--- src/rtl/fibonacci_gen.sv ---
// rtl/fibonacci_gen.sv - free-running Fibonacci term generator with restart or saturate on overflow
//
// Purpose:
//   Steps through F(0), F(1), F(2), ... one term per rising clk edge. When the next
//   term would not fit in WIDTH bits, the generator either restarts at F(0) or
//   saturates on the largest representable term.
//
// Configuration:
//   FIBONACCI_SATURATE_EN - when defined, overflow freezes the sequence on its
//                           largest term and holds wrap high until reset.
//                           When undefined, overflow restarts the sequence and
//                           pulses wrap for a single cycle.
//
// Ports:
//   clk    in   1      sole clock, rising-edge active
//   reset  in   1      asynchronous, active-high reset
//   out    out  WIDTH  current term F(n), registered
//   idx    out  6      index n of the term on out, registered
//   wrap   out  1      overflow flag, registered
//
// Parameters:
//   WIDTH  term width, legal range 2..32. At WIDTH=32 the largest index is 47,
//          so 6 bits of idx are always enough.

module fibonacci_gen #(
  parameter int WIDTH = 17
) (
  input  logic             clk,
  input  logic             reset,
  output logic [WIDTH-1:0] out,
  output logic [5:0]       idx,
  output logic             wrap
);

  // prev starts at F(-1) = 1, so the first advance yields 0 + 1 = F(1).
  localparam logic [WIDTH-1:0] PREV_INIT = {{(WIDTH-1){1'b0}}, 1'b1};

  logic [WIDTH-1:0] cur_q;
  logic [WIDTH-1:0] prev_q;
  logic [5:0]       idx_q;
  logic             wrap_q;

  // One extra bit: the carry tells us the next term no longer fits in WIDTH bits.
  logic [WIDTH:0]   sum_d;

  assign sum_d = {1'b0, cur_q} + {1'b0, prev_q};

  always_ff @(posedge clk or posedge reset) begin
    if (reset) begin
      cur_q  <= '0;
      prev_q <= PREV_INIT;
      idx_q  <= '0;
      wrap_q <= 1'b0;
    end else if (!sum_d[WIDTH]) begin
      cur_q  <= sum_d[WIDTH-1:0];
      prev_q <= cur_q;
      idx_q  <= idx_q + 6'd1;
      wrap_q <= 1'b0;
    end else begin
`ifdef FIBONACCI_SATURATE_EN
      // Hold the largest term. The carry recurs on every later edge,
      // so wrap stays high until reset.
      cur_q  <= cur_q;
      prev_q <= prev_q;
      idx_q  <= idx_q;
      wrap_q <= 1'b1;
`else
      // Restart exactly as reset leaves it, so the edge after wrap produces F(1).
      cur_q  <= '0;
      prev_q <= PREV_INIT;
      idx_q  <= '0;
      wrap_q <= 1'b1;
`endif
    end
  end

  assign out  = cur_q;
  assign idx  = idx_q;
  assign wrap = wrap_q;

endmodule

--- config.mk ---
export PLATFORM = sky130hd
export DESIGN_NAME = fibonacci_gen
export DESIGN_NICKNAME = d
export VERILOG_FILES = /design/src/rtl/fibonacci_gen.sv
export SDC_FILE = /design/constraint.sdc
export NUM_CORES = 1
export LEC_CHECK = 0
export BUFFER_PORTS_ARGS = -buffer_cell sky130_fd_sc_hd__buf_2
export CAP_MARGIN = 20
export CORE_MARGIN = 1.5
export CORE_UTILIZATION = 47
export DETAILED_ROUTE_END_ITERATION = 16
export PLACE_DENSITY = 0.8
export SYNTH_ARGS = -nofsm -noshare
export SYNTH_HDL_FRONTEND = slang
export SYNTH_SLANG_ARGS = --single-unit
--- constraint.sdc ---
create_clock -name clk -period 2.5 [get_ports clk]
set_clock_uncertainty 0.1 [all_clocks]
set_input_delay 0.25 -clock clk [delete_from_list [all_inputs] [get_ports clk]]
set_output_delay 0.25 -clock clk [all_outputs]
set_load 0.05 [all_outputs]
Yosys cells after proc, flatten, opt, wreduce, memory -nomap -nowiden --
Cells that the tools add are included. Widths: inputs -> output; s select.
Word-level totals: register bits 41, bits of input ports 2, output and inout bits 24
Cells by class: mux-type cells 4, add/subtract/negate cells 2
Operator list (count):
- $mux 17 | 2
- $add 17x17->18 | 1
- $add 6x1->6 const B | 1
- $mux 6 | 1
- $mux 1 | 1

Longest topological paths before layout --
depth in word-level cells 2, depth in mapped cells 10, mapped depth without buffers 8

Least setup slack after synthesis --
No wires, ideal clock.
path type register -> register, from register cur_q[0] (netlist: out[0]), to register cur_q[16] (netlist: out[16]), arrival 2.495 ns, stages on the path, launching flop included 8, slack -0.206 ns, period minus slack after synthesis 2.706 ns, cell sequence dfrtp_1 > ha_1 > fa_1 > a211oi_2 > nor2_1 > o41ai_2 > o21bai_1 > a2111oi_2
Between the ends: word-level cells in the longest chain between the ends 2
Ends and longest elaborated chain:
- start, declared | line 38 | logic [WIDTH-1:0] cur_q;
- start signal, assigned | line 55 | cur_q <= sum_d[WIDTH-1:0];
- $add 17x17->18 | line 46 | assign sum_d = {1'b0, cur_q} + {1'b0, prev_q};
- $mux 17 | line 54 | end else if (!sum_d[WIDTH]) begin
Every way passes these cells.

Worst setup path in the final report --
Ends and elaborated chain as after synthesis.

==> results by group <==
Timing
  • F_max: 421 MHz
  • Worst Max-Slew Pin Slew: 0.747 ns
  • Endpoints failing hold: 0
  • Relative slew slack: 0.501
  • Tcrit/Tclk final: 0.949
  • Tmin final: 2.37 ns
  • Setup violators final: 0
  • Final worst setup slack: 0.127 ns
  • Final Slew Violations: 0
  • Hold Worst Slack: 0.385 ns

Floorplanning
  • Initial Util: 0.487
  • Io pins: 26
  • Die Footprint: 5320 um2
  • Core area: 4720 um2
  • Die H: 72.9 um
  • # rows: 25
  • Die width: 72.9 um

Final layout
  • FILL cells: 407
  • Nets: 285
  • Syn-to-layout area delta: 16.7%
  • Share of layout cells above drive strength 1: 0.234
  • Ant. Diodes: 0
  • Multi-input gate area in the final layout: 1230 um2
  • Final instance area: 2680 um2
  • Storage element area: 1030 um2

Route
  • First DRT Iteration DRCs: 118
  • Via count: 1779
  • Final wirelength: 4.70 mm
  • Routed wire per std cell: 14.2 um
  • DRT Pass-1 Iters: 4
  • # DRC: 0
  • Antenna-violating nets left: 0
  • Vias/cell: 5.36

Synth
  • Syn_nets: 250
  • Top cells by area, synth: dfrtp_1, ha_1, and2_1
  • Mean Syn Cell Area: 10.0 um2
  • Main synth FF type: dfrtp_1
  • Netlist cell types: 41
  • Most frequent cell after synthesis: dfrtp_1
  • Register area share after synthesis: 0.447
  • YS warnings: 0
  • Synth Instances: 229
  • Synth area leader: dfrtp_1
  • Syn Std Cell Area: 2300 um2
  • FF+latch count, synth: 41
  • Most frequent cells after synthesis: dfrtp_1, and2_1, nor2_1
  • Post-synth top area share: 0.435
  • Number of synthesized flops with an enable pin: 0
  • Async SR Flop Fraction: 1.00

Clocking
  • CTS buffer count: 5
  • Clk pin slew, worst setup/hold paths: 0.09 ns
  • Clk_lat worst skew: 0.31 ns
  • CTS tree: built
  • H-tree level count: 2
  • Sink Count: 41
  • Root Buffer: clkbuf_8
  • Clock buffer depth: 2

Critical path
  • Critical path startpoint category: register
  • CP arrival: 2.48 ns
  • Crit Path Class: register to register
  • CP max FO: 3
  • Critical Path RT: 2.60 ns
  • CP Capture Type: register

Power and ir drop
  • Leakage: 1.37 nW
  • Pwr dens: 425 nW/um2
  • Peak supply drop: 0.293 mV
  • Final Power: 1.14 mW

Global routing
  • Vias in the first global route: 1675
  • GRT Total Usage: 0.197
  • Largest net degree at the start of global routing: 24
  • Initial antenna violation count: 0
  • First-pass GRT wire length: 7.76 mm
  • Overflow after GRT: 0

Job
  • Max-cap viol count: 0

Placed design
  • Port Buffers: 25
  • Post-place instance area: 2530 um2
  • Pre-CTS setup slack: 0.0711 ns
  • Detailed Place HPWL: 3.40 mm
  • GPL Wtd Cong: 0.919

Hold path
  • Worst hold path class: register to register

Outcome
  • Run status: finished clean
==> final timing paths <==
kind                                   from             endpoint  slack [ns]  depth (start not counted)
min reg2reg                idx[0]$_DFF_PP0_     idx[0]$_DFF_PP0_        0.38                          1
min in group asynchronous             reset     idx[5]$_DFF_PP0_        0.52                          3
max                        out[0]$_DFF_PP0_    out[16]$_DFF_PP0_        0.13                          7
max reg2reg                out[0]$_DFF_PP0_    out[16]$_DFF_PP0_        0.13                          7
max in group asynchronous             reset  prev_q[0]$_DFF_PP1_        1.14                          4
min                        idx[0]$_DFF_PP0_     idx[0]$_DFF_PP0_        0.38                          1
==> flip-flops by register name, summed over array words and instances, names as in the netlist <==
register / cells
out: 17
prev_q: 17
idx: 6
wrap: 1
==> power breakdown <==
part / switching [mW] / total (mW) / internal (mW)
Clock: 0.257 / 0.458 / 0.201
Combinational: 0.0131 / 0.0179 / 0.00477
Sequential: 0 / 0.663 / 0.663
Total: 0.270 / 1.14 / 0.869
==> layer usage <==
metal	global-route usage	wire length [um]
met3	0.0649	210
met5	0	0
met4	0.0671	77
met2	0.286	2140
met1	0.276	2280
==> what timing repair did <==
action                                  CTS  global route
hold buffers                              1             0
gates resized for setup                   0             4
endpoints found under the hold margin    18             0
endpoints found under the setup margin    0             7
buffers inserted                          0             4
==> cell usage in the layout, fill, tap and decap left out, types with 4 or more instances in the layout <==
| master | count |
|---|---|
| ha_1 | 16 |
| inv_1 | 4 |
| xnor2_1 | 7 |
| nand3_1 | 11 |
| xor2_1 | 4 |
| nor3_1 | 4 |
| buf_2 | 25 |
| nor2_1 | 21 |
| nand2_1 | 17 |
| a21o_1 | 6 |
| o21a_1 | 4 |
| and2_1 | 23 |
| dfrtp_1 | 39 |
| o21ai_0 | 11 |
| a21oi_1 | 17 |
| a211oi_1 | 5 |
| buf_4 | 9 |
| clkbuf_8 | 5 |
==> layout make-up <==
cell class / count / area share
Inverter: 5 / 0.00793
Multi-Input combinational cell: 175 / 0.459
Tap cell: 67 / 0.0313
Timing Repair Buffer: 36 / 0.0830
Clock buffer: 5 / 0.0257
Clock inverter: 3 / 0.00933
Sequential cell: 41 / 0.383
==> stage by stage <==
stage / TNS [ns] / instances / util
final: 0 / 332 / 0.568
after global routing: -0.0175 / 332 / 0.568
after CTS: 0 / 328 / 0.558
after detailed placement: 0 / 319 / 0.536
after global placement: 0 / 319 / 0.536
after floorplan: 0 / 229 / -
==> worst max-delay path, cell delays in order (launching register included) <==
cell and delay [ns]:
dfrtp_2 0.43, ha_4 0.17, fa_2 0.38, a211oi_2 0.26, nor2_2 0.08, o41ai_2 0.33
o21bai_1 0.14, a2111oi_2 0.36
==> kinds of logic (layout without fill, tap and decap cells) <==
family / after synthesis / in the layout / share of synthesized area
buffers and inverters: 13 / 49 / 0.0256
AOI/OAI and AO/OA: 57 / 57 / 0.185
and+or+nand+nor: 88 / 88 / 0.194
DFF: 41 / 41 / 0.447
xor gates and xnor gates: 11 / 11 / 0.0419
adders and majority gates: 19 / 19 / 0.107
Note: power is estimated with default switching activity, not from simulation.
